$ cat src/rtl/delay_pkg.sv
// Shared width helpers and delay clamping for the programmable delay line.
package delay_pkg;

  function automatic int dly_w(input int max_len);
    return $clog2(max_len + 1);
  endfunction

  // Keep at least one pointer bit so a degenerate depth still elaborates.
  function automatic int ptr_w(input int max_len);
    return (max_len > 2) ? $clog2(max_len) : 1;
  endfunction

  // A zero request is treated as the shortest delay; anything too long saturates.
  function automatic int clamp_dly(input int d, input int max_len);
    if (d < 1)
      return 1;
    else if (d > max_len)
      return max_len;
    else
      return d;
  endfunction

endpackage

$ cat src/rtl/delay_prog.sv
// Programmable sample delay: a circular register buffer read at wr_ptr - dly_cur,
// with latency measured in ena advances rather than clocks.
module delay_prog
  import delay_pkg::*;
#(
  parameter int MAX_LENGTH     = 16,
  parameter int WIDTH          = 8,
  parameter int CHANNELS       = 1,
  parameter int DEFAULT_LENGTH = 2
) (
  input  logic                                clk,
  input  logic                                nrst,
  input  logic                                ena,
  input  logic [CHANNELS*WIDTH-1:0]           in,
  input  logic [dly_w(MAX_LENGTH)-1:0]        dly,
  input  logic                                dly_load,
  output logic [CHANNELS*WIDTH-1:0]           out,
  output logic                                out_valid,
  output logic [dly_w(MAX_LENGTH)-1:0]        dly_cur
);

  localparam int DLY_W = dly_w(MAX_LENGTH);
  localparam int PTR_W = ptr_w(MAX_LENGTH);
  localparam int DW    = CHANNELS * WIDTH;

  localparam logic [PTR_W-1:0] PTR_LAST = PTR_W'(MAX_LENGTH - 1);
  localparam logic [DLY_W-1:0] FILL_MAX = DLY_W'(MAX_LENGTH);
  localparam logic [DLY_W-1:0] DLY_RST  = DLY_W'(DEFAULT_LENGTH);
  localparam logic [DLY_W:0]   LEN_EXT  = (DLY_W + 1)'(MAX_LENGTH);

  logic [DW-1:0]    mem [MAX_LENGTH];
  logic [PTR_W-1:0] wr_ptr;
  logic [DLY_W-1:0] fill;
  logic [PTR_W-1:0] rd_ptr;
  logic [DLY_W:0]   rd_sum;
  logic [DLY_W:0]   rd_wrapped;

  always_ff @(posedge clk) begin
    if (!nrst) begin
      for (int i = 0; i < MAX_LENGTH; i++)
        mem[i] <= '0;
      wr_ptr  <= '0;
      fill    <= '0;
      dly_cur <= DLY_RST;
    end else begin
      if (ena) begin
        mem[wr_ptr] <= in;
        wr_ptr      <= (wr_ptr == PTR_LAST) ? '0 : wr_ptr + 1'b1;
        if (fill != FILL_MAX)
          fill <= fill + 1'b1;
      end
      if (dly_load)
        dly_cur <= DLY_W'(clamp_dly(int'(dly), MAX_LENGTH));
    end
  end

  // Explicit modulo: add the depth before subtracting so non-power-of-two depths wrap correctly.
  always_comb begin
    rd_sum     = (DLY_W + 1)'(wr_ptr) + LEN_EXT - (DLY_W + 1)'(dly_cur);
    rd_wrapped = (rd_sum >= LEN_EXT) ? rd_sum - LEN_EXT : rd_sum;
    rd_ptr     = rd_wrapped[PTR_W-1:0];
  end

  assign out       = mem[rd_ptr];
  assign out_valid = (fill >= dly_cur);

endmodule

$ cat config.mk
export PLATFORM = sky130hd
export DESIGN_NAME = delay_prog
export DESIGN_NICKNAME = d
export VERILOG_FILES = /design/src/rtl/delay_pkg.sv /design/src/rtl/delay_prog.sv
export SDC_FILE = /design/constraint.sdc
export NUM_CORES = 1
export LEC_CHECK = 0
export ABC_AREA = 1
export CAP_MARGIN = 20
export CELL_PAD_IN_SITES_DETAIL_PLACEMENT = 1
export CELL_PAD_IN_SITES_GLOBAL_PLACEMENT = 1
export CORE_MARGIN = 4
export CORE_UTILIZATION = 46
export DETAILED_ROUTE_END_ITERATION = 7
export PLACE_DENSITY_LB_ADDON = 0.15
export SLEW_MARGIN = 20
export SYNTH_ARGS = -nofsm -noshare
export SYNTH_HDL_FRONTEND = slang
export SYNTH_SLANG_ARGS = --single-unit
$ cat constraint.sdc
create_clock -name clk -period 3.4 [get_ports clk]
set_input_delay 1.02 -clock clk [delete_from_list [all_inputs] [get_ports clk]]
set_output_delay 1.02 -clock clk [all_outputs]
set_load 0.02 [all_outputs]
Word-level counts from Yosys, hierarchy flattened
Memories as Yosys holds them, arrays and structs flattened.
Index checks and enable logic that the tools add are counted.
- add/sub/neg operators: 5
- multipliers: 0
- div/mod/pow operators: 0
- $lt $le $gt $ge: 4
- equality and inequality tests: 2
- shift operators: 0
- mux-type cells: 11
- bitwise operators: 0
- reduce and logical (&&, ||, !) cells: 2
- operator list (operator ; number):
    $mux 4 ; 3
    $mux 5 ; 2
    $mux 8 ; 1
    $reduce_or 8->1 ; 1
    $add 4x5->6 const B ; 1
    $ge 6x5->1 const B ; 1
    $sub 6x5->6 ; 1
    $add 5x1->5 const B ; 1
    $ge 5x5->1 ; 1
    $gt 5x5->1 const B ; 1
    $lt 5x1->1 const B ; 1
    $mux 1 ; 5
    $ne 5x5->1 const B ; 1
    $add 4x1->4 const B ; 1
    $eq 4x4->1 const B ; 1
    $sub 4x1->4 const B ; 1
    $reduce_and 2->1 ; 1
- register bits after elaboration: 14
- latch bits: 0
- memory bits (writable): 128
- bits in read-only memories: 0
- input bits: 17
- output and inout bits: 14
- memories: 1
- memories (name ; depth ; bits a word ; read ports ; clocked after memory_dff ; wr ports ; RTL line ; RTL):
    mem ; 16 ; 8 ; 1 ; 0 ; 16 ; delay_prog.sv:31 ; logic [DW-1:0] mem [MAX_LENGTH];

Depth between registers and ports, before layout
Gate-level depths: netlist of run 1.
- depth after elaboration: 5
- mapped depth: 13
- depth with buffers taken out: 11

Worst setup path before layout of run 1
No wires, ideal clock.
- path type: register -> output
- from: register dly_cur[0]
- to: output out[1]
- arrival: 2025 ps
- required time: 2380 ps
- setup slack: 355 ps
- stages on the path, launching flop included: 12
- buffers on the path: 2
- cells stage by stage: dfxtp_1 > ha_1 > inv_1 > fa_1 > buf_2 > clkbuf_1 > nand3_1 > nand2_1 > nand2_1 > nand2_1 > nand2_1 > nand2_1
- word-level cells in the longest chain between the ends: 4
- elaborated cells between the ends (all ways): 5
- those cells by class: add/sub (2); order compare (1); mux (1); memory (1)
- RTL lines (what ; RTL line ; RTL):
    from (decl) ; delay_prog.sv:19 ; output logic [dly_w(MAX_LENGTH)-1:0] dly_cur
    from (signal assigned) ; delay_prog.sv:53 ; dly_cur <= DLY_W'(clamp_dly(int'(dly), MAX_LENGTH));
    $sub 6x5->6 * ; delay_prog.sv:59 ; rd_sum = (DLY_W + 1)'(wr_ptr) + LEN_EXT - (DLY_W + 1)'(dly_cur);
    $ge 6x5->1 or $sub 4x1->4 (tied branches) ; delay_prog.sv:60 ; rd_wrapped = (rd_sum >= LEN_EXT) ? rd_sum - LEN_EXT : rd_sum;
    $mux 4 * ; delay_prog.sv:60 ;
    $mem_v2 16x8 * ; n/a ;
    to (decl) ; delay_prog.sv:17 ; output logic [CHANNELS*WIDTH-1:0] out,
Mark *: on every way between the ends. The rest lies on a longest branch, timed or not.

Worst setup path in the final report of run 1
- from: register wr_ptr[0]
- to: output out[7]
- word-level cells in the longest chain between the ends: 5
- elaborated cells between the ends (all ways): 6
- those cells by class: add/sub (3); order compare (1); mux (1); memory (1)
- RTL lines (what ; RTL line ; RTL):
    from (decl) ; delay_prog.sv:32 ; logic [PTR_W-1:0] wr_ptr;
    from (signal assigned) ; delay_prog.sv:48 ; wr_ptr <= (wr_ptr == PTR_LAST) ? '0 : wr_ptr + 1'b1;
    $add 4x5->6 * ; delay_prog.sv:59 ;
    $sub 6x5->6 * ; delay_prog.sv:59 ;
    $ge 6x5->1 or $sub 4x1->4 (tied branches) ; delay_prog.sv:60 ;
    $mux 4 * ; delay_prog.sv:60 ;
    $mem_v2 16x8 * ; n/a ;
Marked as above.

==> flow_metrics.py, run 1 <==
metrics = {
    "status": {
        "outcome": "finished, violations left",
        "violations": "negative setup slack",
    },
    "setup_path": {
        "rr_startpoint": "wr_ptr[0]",
        "reg2reg_to": "mem[7][1]",
        "cp_max_fo": 8,
        "critPathKind": "flip-flop to output port",
        "required_ns": 2.38,
        "reg2reg_depth": 7,
        "critPathArrivalTime_ns": 2.55,
        "r2r_setup_slack_ns": 1.26,
        "startpoint_type": "flip-flop",
        "end_kind": "output port",
    },
    "synthesis": {
        "synthCells": 888,
        "synth_nets": 920,
        "syn_avg_cell_area_sq_um": 8.28,
        "syn_area_sq_um": 7350,
        "synth.distinct_cells": 30,
        "ys_warn_count": 0,
        "ys_seq_elements": 142,
        "ys_seq_area_frac": 0.561,
    },
    "detailed_routing": {
        "vias": 6015,
        "vias_per_cell": 5.21,
        "drt_iter0_drc": 514,
        "firstDrtPassIters": 5,
        "wl_mm": 22.8,
        "ant_nets": 0,
        "drc": 0,
        "wl_per_cell_um": 19.7,
    },
    "grt": {
        "grt_pass1_vias": 6400,
        "grt_max_degree": 33,
        "grtUsageTotal": 0.260,
        "grt_overflow": 0,
        "grt_pass1_wl_mm": 35.2,
        "antenna_found_initial": 0,
    },
    "sta": {
        "slew_headroom": 0.383,
        "rsz0062_at_grt": "true",
        "worst_pin_slew_ns": 0.925,
        "drv_slew": 0,
        "skew_ns": 0.0173,
        "max_freq_mhz": 280,
        "hold_viol_final": 0,
        "min_period_ns": 3.57,
        "layout_setup_ws_ns": -0.173,
        "setup_viol": 8,
        "fin_crit_sh": 1.05,
    },
    "clock_tree": {
        "cts_hold_buf": 0,
        "clock_latency_ns": 0.43,
        "cts_buffers": 17,
        "tritoncts": "built",
        "cts_sinks": 142,
        "clockRootBuffer": "clkbuf_16",
        "cts_max_level": 4,
        "clock_tree.buffer_depth": 2,
        "clk_pin_slew_ns": 0.06,
    },
    "finish": {
        "final_cell_mix": "239 x nand2_1, 155 x inv_1, 139 x nor2_1",
        "final_common_cell": "nand2_1",
        "insertedDiodeCount": 0,
        "area_delta_synth_final_pct": 23.0,
        "drive_gt1_frac": 0.173,
        "fillers": 1852,
        "nNetsFinal": 964,
    },
    "power_and_ir_drop": {
        "p_sw_frac": 0.282,
        "intPower_mw": 3.65,
        "clkPwrFrac": 0.394,
        "p_switching_mw": 1.44,
        "p_leak_nw": 4.18,
        "fin_total_pwr_mw": 5.09,
        "p_comb_frac": 0.214,
        "p_seq_frac": 0.392,
        "p_per_area_nw_per_um2": 563,
        "ir_worst_vdd_mv": 0.422,
    },
    "place": {
        "pre_cts_ws_ns": -0.234,
        "place_congestion": 0.862,
        "port_buffers": 30,
        "hpwl_mm": 14.8,
    },
    "min_path": {
        "hold_class": "flip-flop to flip-flop",
        "holdPathEnd": "dly_cur[2]",
        "hold_path_depth": 2,
        "min_from": "dly_cur[2]",
    },
    "floorplanning": {
        "die_w_um": 134,
        "die_y_um": 134,
        "start_util": 0.477,
        "io_pins": 31,
        "fp-row-count": 45,
        "die-area_sq_um": 18100,
        "core_sq_um": 15400,
    },
    "flow_run": {
        "maxCapViolCount": 0,
    },
}
-- worst max-delay path by stage --
| stage | start | endpoint | slack, ns |
|---|---|---|---|
| global route | wr_ptr[0] | out[3] | -0.26 |
| detailed placement | wr_ptr[0] | out[6] | -0.23 |
| CTS | wr_ptr[0] | out[6] | -0.15 |
| global placement | wr_ptr[0] | out[4] | -0.15 |
| finish | wr_ptr[0] | out[7] | -0.17 |
| floorplan | dly_cur[0] | out[1] | 0.36 |
-- worst max-delay path: stages, from the launching register on --
cell and delay, ns:
dfxtp_2 0.32, inv_2 0.07, ha_4 0.14, inv_4 0.03, fa_2 0.59, buf_6 0.14, clkinv_8 0.08, buf_12 0.16
nand3_2 0.09, nand2_2 0.06, nand2_1 0.06, nand2_1 0.06, nand2_1 0.07, nand2_2 0.09, buf_6 0.14
-- state kept, by name, summed over array words and instances, names as in the netlist --
signal   flops
mem        128
wr_ptr       4
fill         5
dly_cur      5
-- metal layers --
layer / track usage / up-vias / wire (um)
met1: 0.328 / 2960 / 9500
met5: 0 / - / 0
met3: 0.0495 / 41 / 1190
met4: 0.0781 / 0 / 492
met2: 0.454 / 194 / 11600
li1: - / 2820 / -
-- cells in the mapped netlist (all sizes together) --
cell type  count  area (sq um)
o211ai         1          7.51
buf           15          80.1
inv          162           608
or2            1          6.26
nand2        288          1130
ha            14           175
clkinv         1          3.75
nand3         72           365
nand3b         1          7.51
xor2           2          25.0
o21ai          8          40.0
fa             1          20.0
nor3           2          10.0
nor2         145           574
clkbuf        19          72.6
edfxtp       128          3840
xnor2          2          43.8
a21oi         11          55.1
a211oi         1          7.51
dfxtp         14           280
-- final cells by class --
type | instances | area, sq um | area share
clock buffers | 18 | 429 | 0.0475
well taps | 211 | 264 | 0.0292
inverters | 163 | 627 | 0.0693
multi-input cells | 549 | 2730 | 0.302
repair buffers | 59 | 672 | 0.0743
clock inverters | 13 | 195 | 0.0216
flip-flops and latches | 142 | 4130 | 0.456
-- power groups by stage --
stage | combinational (mW) | sequential [mW] | clock, mW
after floorplan | 0.513 | 2.02 | 0
after global placement | 0.838 | 2.03 | 0
after detailed placement | 0.860 | 2.03 | 0
after CTS | 0.993 | 1.99 | 2.02
after global routing | 1.17 | 2.00 | 2.11
final | 1.09 | 1.99 | 2.01
-- cell families (layout without fill, tap and decap cells) --
logic type               after synthesis  in the layout  share of synthesized area
AO/OA/AOI/OAI                         21             21                     0.0150
XOR/XNOR                               4              4                    0.00936
adder cells (fa/ha/maj)               15             15                     0.0265
buffers and inverters                197            253                      0.104
flip-flops                           142            142                      0.561
AND/OR/NAND/NOR                      509            509                      0.284
-- timing repair --
item                                   CTS  global route
endpoints found under the hold margin    0             0
pin swaps                               10            22
setup endpoints to repair                8             9
buffers inserted                         4             1
gates resized for setup                 90            47
gates cloned                             3             1
-- through the flow --
step | instances | setup TNS [ns] | area, sq um | util | hold WS [ns]
after floorplan | 888 | 0 | 7350 | - | 0.480
after global placement | 1115 | -1.06 | 7950 | 0.516 | 0.480
after detailed placement | 1115 | -1.71 | 7950 | 0.516 | 0.478
after CTS | 1153 | -0.950 | 8820 | 0.572 | 0.489
after global routing | 1155 | -1.84 | 9040 | 0.586 | 0.521
final | 1155 | -1.17 | 9040 | 0.586 | 0.485
No activity file was read; power rests on OpenSTA's default activity.
==> run 2: changes to the inputs <==
--- a/config.mk
+++ b/config.mk
@@ -10,7 +10,8 @@
 export CELL_PAD_IN_SITES_DETAIL_PLACEMENT = 1
 export CELL_PAD_IN_SITES_GLOBAL_PLACEMENT = 1
 export CORE_MARGIN = 4
-export CORE_UTILIZATION = 46
+export CORE_UTILIZATION = 48
+export CTS_BUF_LIST = sky130_fd_sc_hd__clkbuf_4
 export DETAILED_ROUTE_END_ITERATION = 7
 export PLACE_DENSITY_LB_ADDON = 0.15
 export SLEW_MARGIN = 20
==> flow_metrics.py, run 2 (synthesis gave the netlist of run 1 again) <==
metrics = {
    "grt": {
        "grtUsageTotal": 0.260,
        "grt_max_degree": 33,
        "grt_pass1_vias": 6437,
        "grt_overflow": 0,
        "grt_pass1_wl_mm": 34.7,
        "antenna_found_initial": 0,
    },
    "power_and_ir_drop": {
        "p_leak_nw": 4.05,
        "intPower_mw": 2.83,
        "clkPwrFrac": 0.281,
        "p_comb_frac": 0.239,
        "p_sw_frac": 0.319,
        "ir_worst_vdd_mv": 0.256,
        "p_switching_mw": 1.32,
        "p_per_area_nw_per_um2": 485,
        "p_seq_frac": 0.480,
        "fin_total_pwr_mw": 4.15,
    },
    "floorplanning": {
        "start_util": 0.498,
        "die-area_sq_um": 17400,
        "die_y_um": 132,
        "io_pins": 31,
        "core_sq_um": 14800,
        "die_w_um": 132,
        "fp-row-count": 44,
    },
    "detailed_routing": {
        "vias_per_cell": 5.22,
        "wl_per_cell_um": 19.1,
        "firstDrtPassIters": 5,
        "drc": 0,
        "vias": 5945,
        "drt_iter0_drc": 385,
        "wl_mm": 21.7,
        "ant_nets": 0,
    },
    "setup_path": {
        "crit_chain": "inv_2 -> ha_4 -> inv_4 -> fa_2 -> buf_6 -> buf_12 -> nand3_2 -> nand2_1 -> nand2_1 -> nand2_1 -> nand2_1 -> nand2_2 -> buf_6",
        "end_kind": "output port",
        "required_ns": 2.38,
        "rr_startpoint": "wr_ptr[0]",
        "cp_num_buf_inv": 5,
        "reg2reg_depth": 7,
        "r2r_setup_slack_ns": 1.35,
        "critical_path.most_common_cell": "nand2_1",
        "path_delay_family": "adder cells",
        "startpoint_type": "flip-flop",
        "critical_path.max_stage_delay_ns": 0.65,
        "critPathKind": "flip-flop to output port",
        "critPathArrivalTime_ns": 2.69,
        "slowest_stage": "fa_2",
        "reg2reg_to": "mem[11][4]",
        "cp_max_fo": 7,
    },
    "clock_tree": {
        "cts_buffers": 17,
        "clk_pin_slew_ns": 0.13,
        "cts_sinks": 142,
        "cts_hold_buf": 0,
        "clock_tree.buffer_depth": 2,
        "tritoncts": "built",
        "clock_latency_ns": 0.58,
        "clockRootBuffer": "clkbuf_4",
        "cts_max_level": 4,
    },
    "finish": {
        "final_cell_mix": "254 x nand2_1, 155 x inv_1, 139 x nor2_1",
        "insertedDiodeCount": 0,
        "drive_gt1_frac": 0.157,
        "utilization": 0.579,
        "stdcell_area_sq_um": 8550,
        "fillers": 1758,
        "top_register": "mem",
        "area_delta_synth_final_pct": 16.3,
        "nNetsFinal": 973,
        "largestRegisters": "mem x128, dly_cur x5, fill x5",
        "largest_reg_flops": 128,
        "final_cells": 1138,
        "final_common_cell": "nand2_1",
    },
    "sta": {
        "max_freq_mhz": 269,
        "slew_headroom": 0.334,
        "layout_setup_ws_ns": -0.315,
        "setup_tns_ns": -2.18,
        "worst_pin_slew_ns": 0.998,
        "skew_ns": 0.0180,
        "drv_slew": 0,
        "fin_crit_sh": 1.09,
        "holdWs_ns": 0.505,
        "rsz0062_at_grt": "true",
        "hold_viol_final": 0,
        "min_period_ns": 3.71,
        "setup_viol": 8,
    },
    "place": {
        "port_buffers": 30,
        "place_area_sq_um": 8040,
        "hpwl_mm": 15.2,
        "place_congestion": 0.871,
        "place_inst": 1100,
        "pre_cts_ws_ns": -0.201,
    },
    "min_path": {
        "hold_class": "flip-flop to flip-flop",
        "hold_path_depth": 2,
        "min_from": "dly_cur[2]",
        "holdPathEnd": "dly_cur[2]",
    },
    "status": {
        "outcome": "finished, violations left",
        "violations": "negative setup slack",
    },
    "flow_run": {
        "maxCapViolCount": 0,
    },
}
## run 2: changes by cell type in the layout (fill, tap and decap cells not counted), moves of 10 or more
cell | previous run | this run
nand3_1 | 43 | 55
buf_4 | 17 | 30
clkbuf_16 | 18 | 0
clkbuf_4 | 0 | 17
nand2_1 | 239 | 254
nand2_2 | 48 | 33
nand3_2 | 27 | 17
## run 2: how the worst max path moves through the flow
| stage | to | depth (start not counted) | from |
|---|---|---|---|
| 2_1_floorplan | out[1] | 11 | dly_cur[0] |
| 3_3_place_gp | out[7] | 13 | wr_ptr[0] |
| 5_1_grt | out[4] | 13 | wr_ptr[0] |
| 6_report | out[2] | 13 | wr_ptr[0] |
| 3_5_place_dp | out[5] | 13 | wr_ptr[0] |
| 4_1_cts | out[7] | 13 | wr_ptr[0] |
## run 2: worst reg2reg max path: cells and delay by family, from the launching register on
| family | cells | cell delay (ns) |
|---|---|---|
| adders and majority gates | 1 | 0.17 |
| DFF | 1 | 0.37 |
| and+or+nand+nor | 4 | 0.94 |
| buffers and inverters | 2 | 0.23 |
## run 2: power by group through the flow
| stage | clock (mW) | sequential (mW) | combinational [mW] |
|---|---|---|---|
| after CTS | 1.18 | 1.99 | 0.962 |
| after floorplan | 0 | 2.02 | 0.513 |
| after detailed placement | 0 | 2.03 | 0.890 |
| after global routing | 1.25 | 2.00 | 1.07 |
| after global placement | 0 | 2.03 | 0.865 |
| final | 1.17 | 1.99 | 0.990 |
## run 2: what timing repair did
action	4_1_cts	5_1_grt
gates cloned	2	0
setup buffers	3	1
resized for setup	80	18
pin swaps	20	18
endpoints found under the setup margin	9	9
## run 2: cell type report
type | count | area, sq um | area share
sequential | 142 | 4130 | 0.483
clock inverter | 15 | 171 | 0.0200
multi-input combinational | 549 | 2600 | 0.305
timing repair buffer | 68 | 672 | 0.0786
inverter | 163 | 617 | 0.0721
tap | 184 | 230 | 0.0269
clock buffer | 17 | 128 | 0.0149
## run 2: metal layers
layer	global-route usage	vias up	wire (um)
li1	-	2832	-
met3	0.0424	47	794
met1	0.319	2935	8980
met4	0.113	0	714
met2	0.454	131	11200
met5	0	-	0
==> run 3: changes to the inputs <==
--- a/config.mk
+++ b/config.mk
@@ -14,6 +14,7 @@
 export CTS_BUF_LIST = sky130_fd_sc_hd__clkbuf_4
 export DETAILED_ROUTE_END_ITERATION = 7
 export PLACE_DENSITY_LB_ADDON = 0.15
+export SETUP_SLACK_MARGIN = 0.2
 export SLEW_MARGIN = 20
 export SYNTH_ARGS = -nofsm -noshare
 export SYNTH_HDL_FRONTEND = slang
==> flow_metrics.py, run 3 (synthesis gave the netlist of run 1 again) <==
metrics = {
    "power_and_ir_drop": {
        "p_leak_nw": 4.03,
        "intPower_mw": 2.82,
        "ir_worst_vdd_mv": 0.256,
        "p_sw_frac": 0.319,
        "p_seq_frac": 0.480,
        "clkPwrFrac": 0.282,
        "p_per_area_nw_per_um2": 485,
        "p_switching_mw": 1.32,
        "p_comb_frac": 0.238,
        "fin_total_pwr_mw": 4.15,
    },
    "sta": {
        "drv_slew": 0,
        "hold_viol_final": 0,
        "fin_crit_sh": 1.09,
        "setup_viol": 8,
        "layout_setup_ws_ns": -0.300,
        "min_period_ns": 3.70,
        "worst_pin_slew_ns": 0.997,
        "rsz0062_at_grt": "true",
        "slew_headroom": 0.334,
        "max_freq_mhz": 270,
        "skew_ns": 0.0185,
        "setup_tns_ns": -2.13,
    },
    "clock_tree": {
        "cts_max_level": 4,
        "cts_sinks": 142,
        "cts_buffers": 17,
        "clock_tree.buffer_depth": 2,
        "clockRootBuffer": "clkbuf_4",
        "tritoncts": "built",
        "clk_pin_slew_ns": 0.13,
        "cts_hold_buf": 0,
        "clock_latency_ns": 0.58,
    },
    "detailed_routing": {
        "firstDrtPassIters": 5,
        "vias_per_cell": 5.21,
        "drc": 0,
        "wl_per_cell_um": 19.0,
        "drt_iter0_drc": 397,
        "wl_mm": 21.7,
        "vias": 5925,
        "ant_nets": 0,
    },
    "finish": {
        "nNetsFinal": 973,
        "final_cell_mix": "254 x nand2_1, 155 x inv_1, 139 x nor2_1",
        "final_cells": 1138,
        "largest_reg_flops": 128,
        "drive_gt1_frac": 0.158,
        "top_register": "mem",
        "largestRegisters": "mem x128, dly_cur x5, fill x5",
        "insertedDiodeCount": 0,
        "fillers": 1760,
        "area_delta_synth_final_pct": 16.2,
        "final_common_cell": "nand2_1",
    },
    "grt": {
        "grt_max_degree": 33,
        "grt_pass1_wl_mm": 34.7,
        "grt_overflow": 0,
        "antenna_found_initial": 0,
        "grt_pass1_vias": 6437,
        "grtUsageTotal": 0.260,
    },
    "place": {
        "port_buffers": 30,
        "pre_cts_ws_ns": -0.201,
        "hpwl_mm": 15.2,
        "place_inst": 1100,
        "place_congestion": 0.871,
    },
    "setup_path": {
        "path_delay_family": "adder cells",
        "critical_path.most_common_cell": "nand2_1",
        "startpoint": "wr_ptr[0]",
        "critical_path.max_stage_delay_ns": 0.64,
        "rr_startpoint": "wr_ptr[0]",
        "required_ns": 2.38,
        "cp_max_fo": 7,
        "startpoint_type": "flip-flop",
        "end_kind": "output port",
        "critPathArrivalTime_ns": 2.68,
        "critPathKind": "flip-flop to output port",
        "cp_num_buf_inv": 5,
        "slowest_stage": "fa_2",
        "crit_chain": "inv_2 -> ha_4 -> inv_4 -> fa_2 -> buf_6 -> buf_12 -> nand3_2 -> nand2_1 -> nand2_1 -> nand2_1 -> nand2_1 -> nand2_2 -> buf_6",
    },
    "floorplanning": {
        "die_w_um": 132,
        "io_pins": 31,
        "fp-row-count": 44,
        "die-area_sq_um": 17400,
        "core_sq_um": 14800,
        "start_util": 0.498,
        "die_y_um": 132,
    },
    "status": {
        "violations": "negative setup slack",
        "outcome": "finished, violations left",
    },
    "min_path": {
        "hold_class": "flip-flop to flip-flop",
        "min_from": "dly_cur[4]",
    },
    "flow_run": {
        "maxCapViolCount": 0,
    },
}
==> run 3: cell count changes in the layout (fill, tap and decap cells not counted) <==
cell | previous run | this run
clkbuf_2 | 0 | 1
dlymetal6s2s_1 | 1 | 0
==> run 3: routing by layer <==
layer,part of all wire,vias up,GRT usage
li1,-,2833,-
met3,0.038,47,0.0424
met1,0.41,2910,0.319
met5,0,-,0
met2,0.52,135,0.454
met4,0.033,0,0.113
==> run 3: power by group through the flow <==
| stage | Sequential (mW) | Clock [mW] | Combinational [mW] |
|---|---|---|---|
| 2_1_floorplan | 2.02 | 0 | 0.513 |
| 3_3_place_gp | 2.03 | 0 | 0.865 |
| 3_5_place_dp | 2.03 | 0 | 0.890 |
| 4_1_cts | 1.99 | 1.18 | 0.960 |
| 5_1_grt | 2.00 | 1.25 | 1.07 |
| 6_report | 1.99 | 1.17 | 0.987 |
==> run 3: stage by stage <==
stage / hold slack (ns) / util / cell area, sq um
floorplan: 0.480 / - / 7350
global placement: 0.480 / 0.545 / 8040
detailed placement: 0.483 / 0.545 / 8040
CTS: 0.502 / 0.574 / 8470
global route: 0.517 / 0.579 / 8540
finish: 0.502 / 0.579 / 8540
==> run 3: final cells by class <==
| class | instances | area [sq um] | area share |
|---|---|---|---|
| Sequential cell | 142 | 4130 | 0.483 |
| Clock buffer | 17 | 128 | 0.0149 |
| Inverter | 163 | 617 | 0.0722 |
| Clock inverter | 15 | 171 | 0.0201 |
| Tap cell | 184 | 230 | 0.0270 |
| Timing Repair Buffer | 68 | 664 | 0.0778 |
| Multi-Input combinational cell | 549 | 2600 | 0.305 |
==> run 3: what timing repair did <==
item                       4_1_cts  5_1_grt
cloned                           2        0
pin swaps                       20       18
setup endpoints to repair        9        9
buffers inserted                 3        1
gates resized for setup         81       19
==> run 3: final timing paths <==
path	cells past startpoint	slack, ns	endpoint
max	13	-0.30	out[2]
max reg2reg	9	1.36	mem[6][6]
min reg2reg	2	0.50	dly_cur[4]
min	2	0.50	dly_cur[4]
==> run 3: worst reg2reg max path, stage by stage (launching register included) <==
cell and delay (ns):
dfxtp_2 0.35, inv_2 0.07, buf_4 0.11, buf_4 0.09
buf_4 0.11, ha_1 0.14, inv_1 0.06, nor2_4 0.22
nand2_2 0.19, nand2_1 0.37
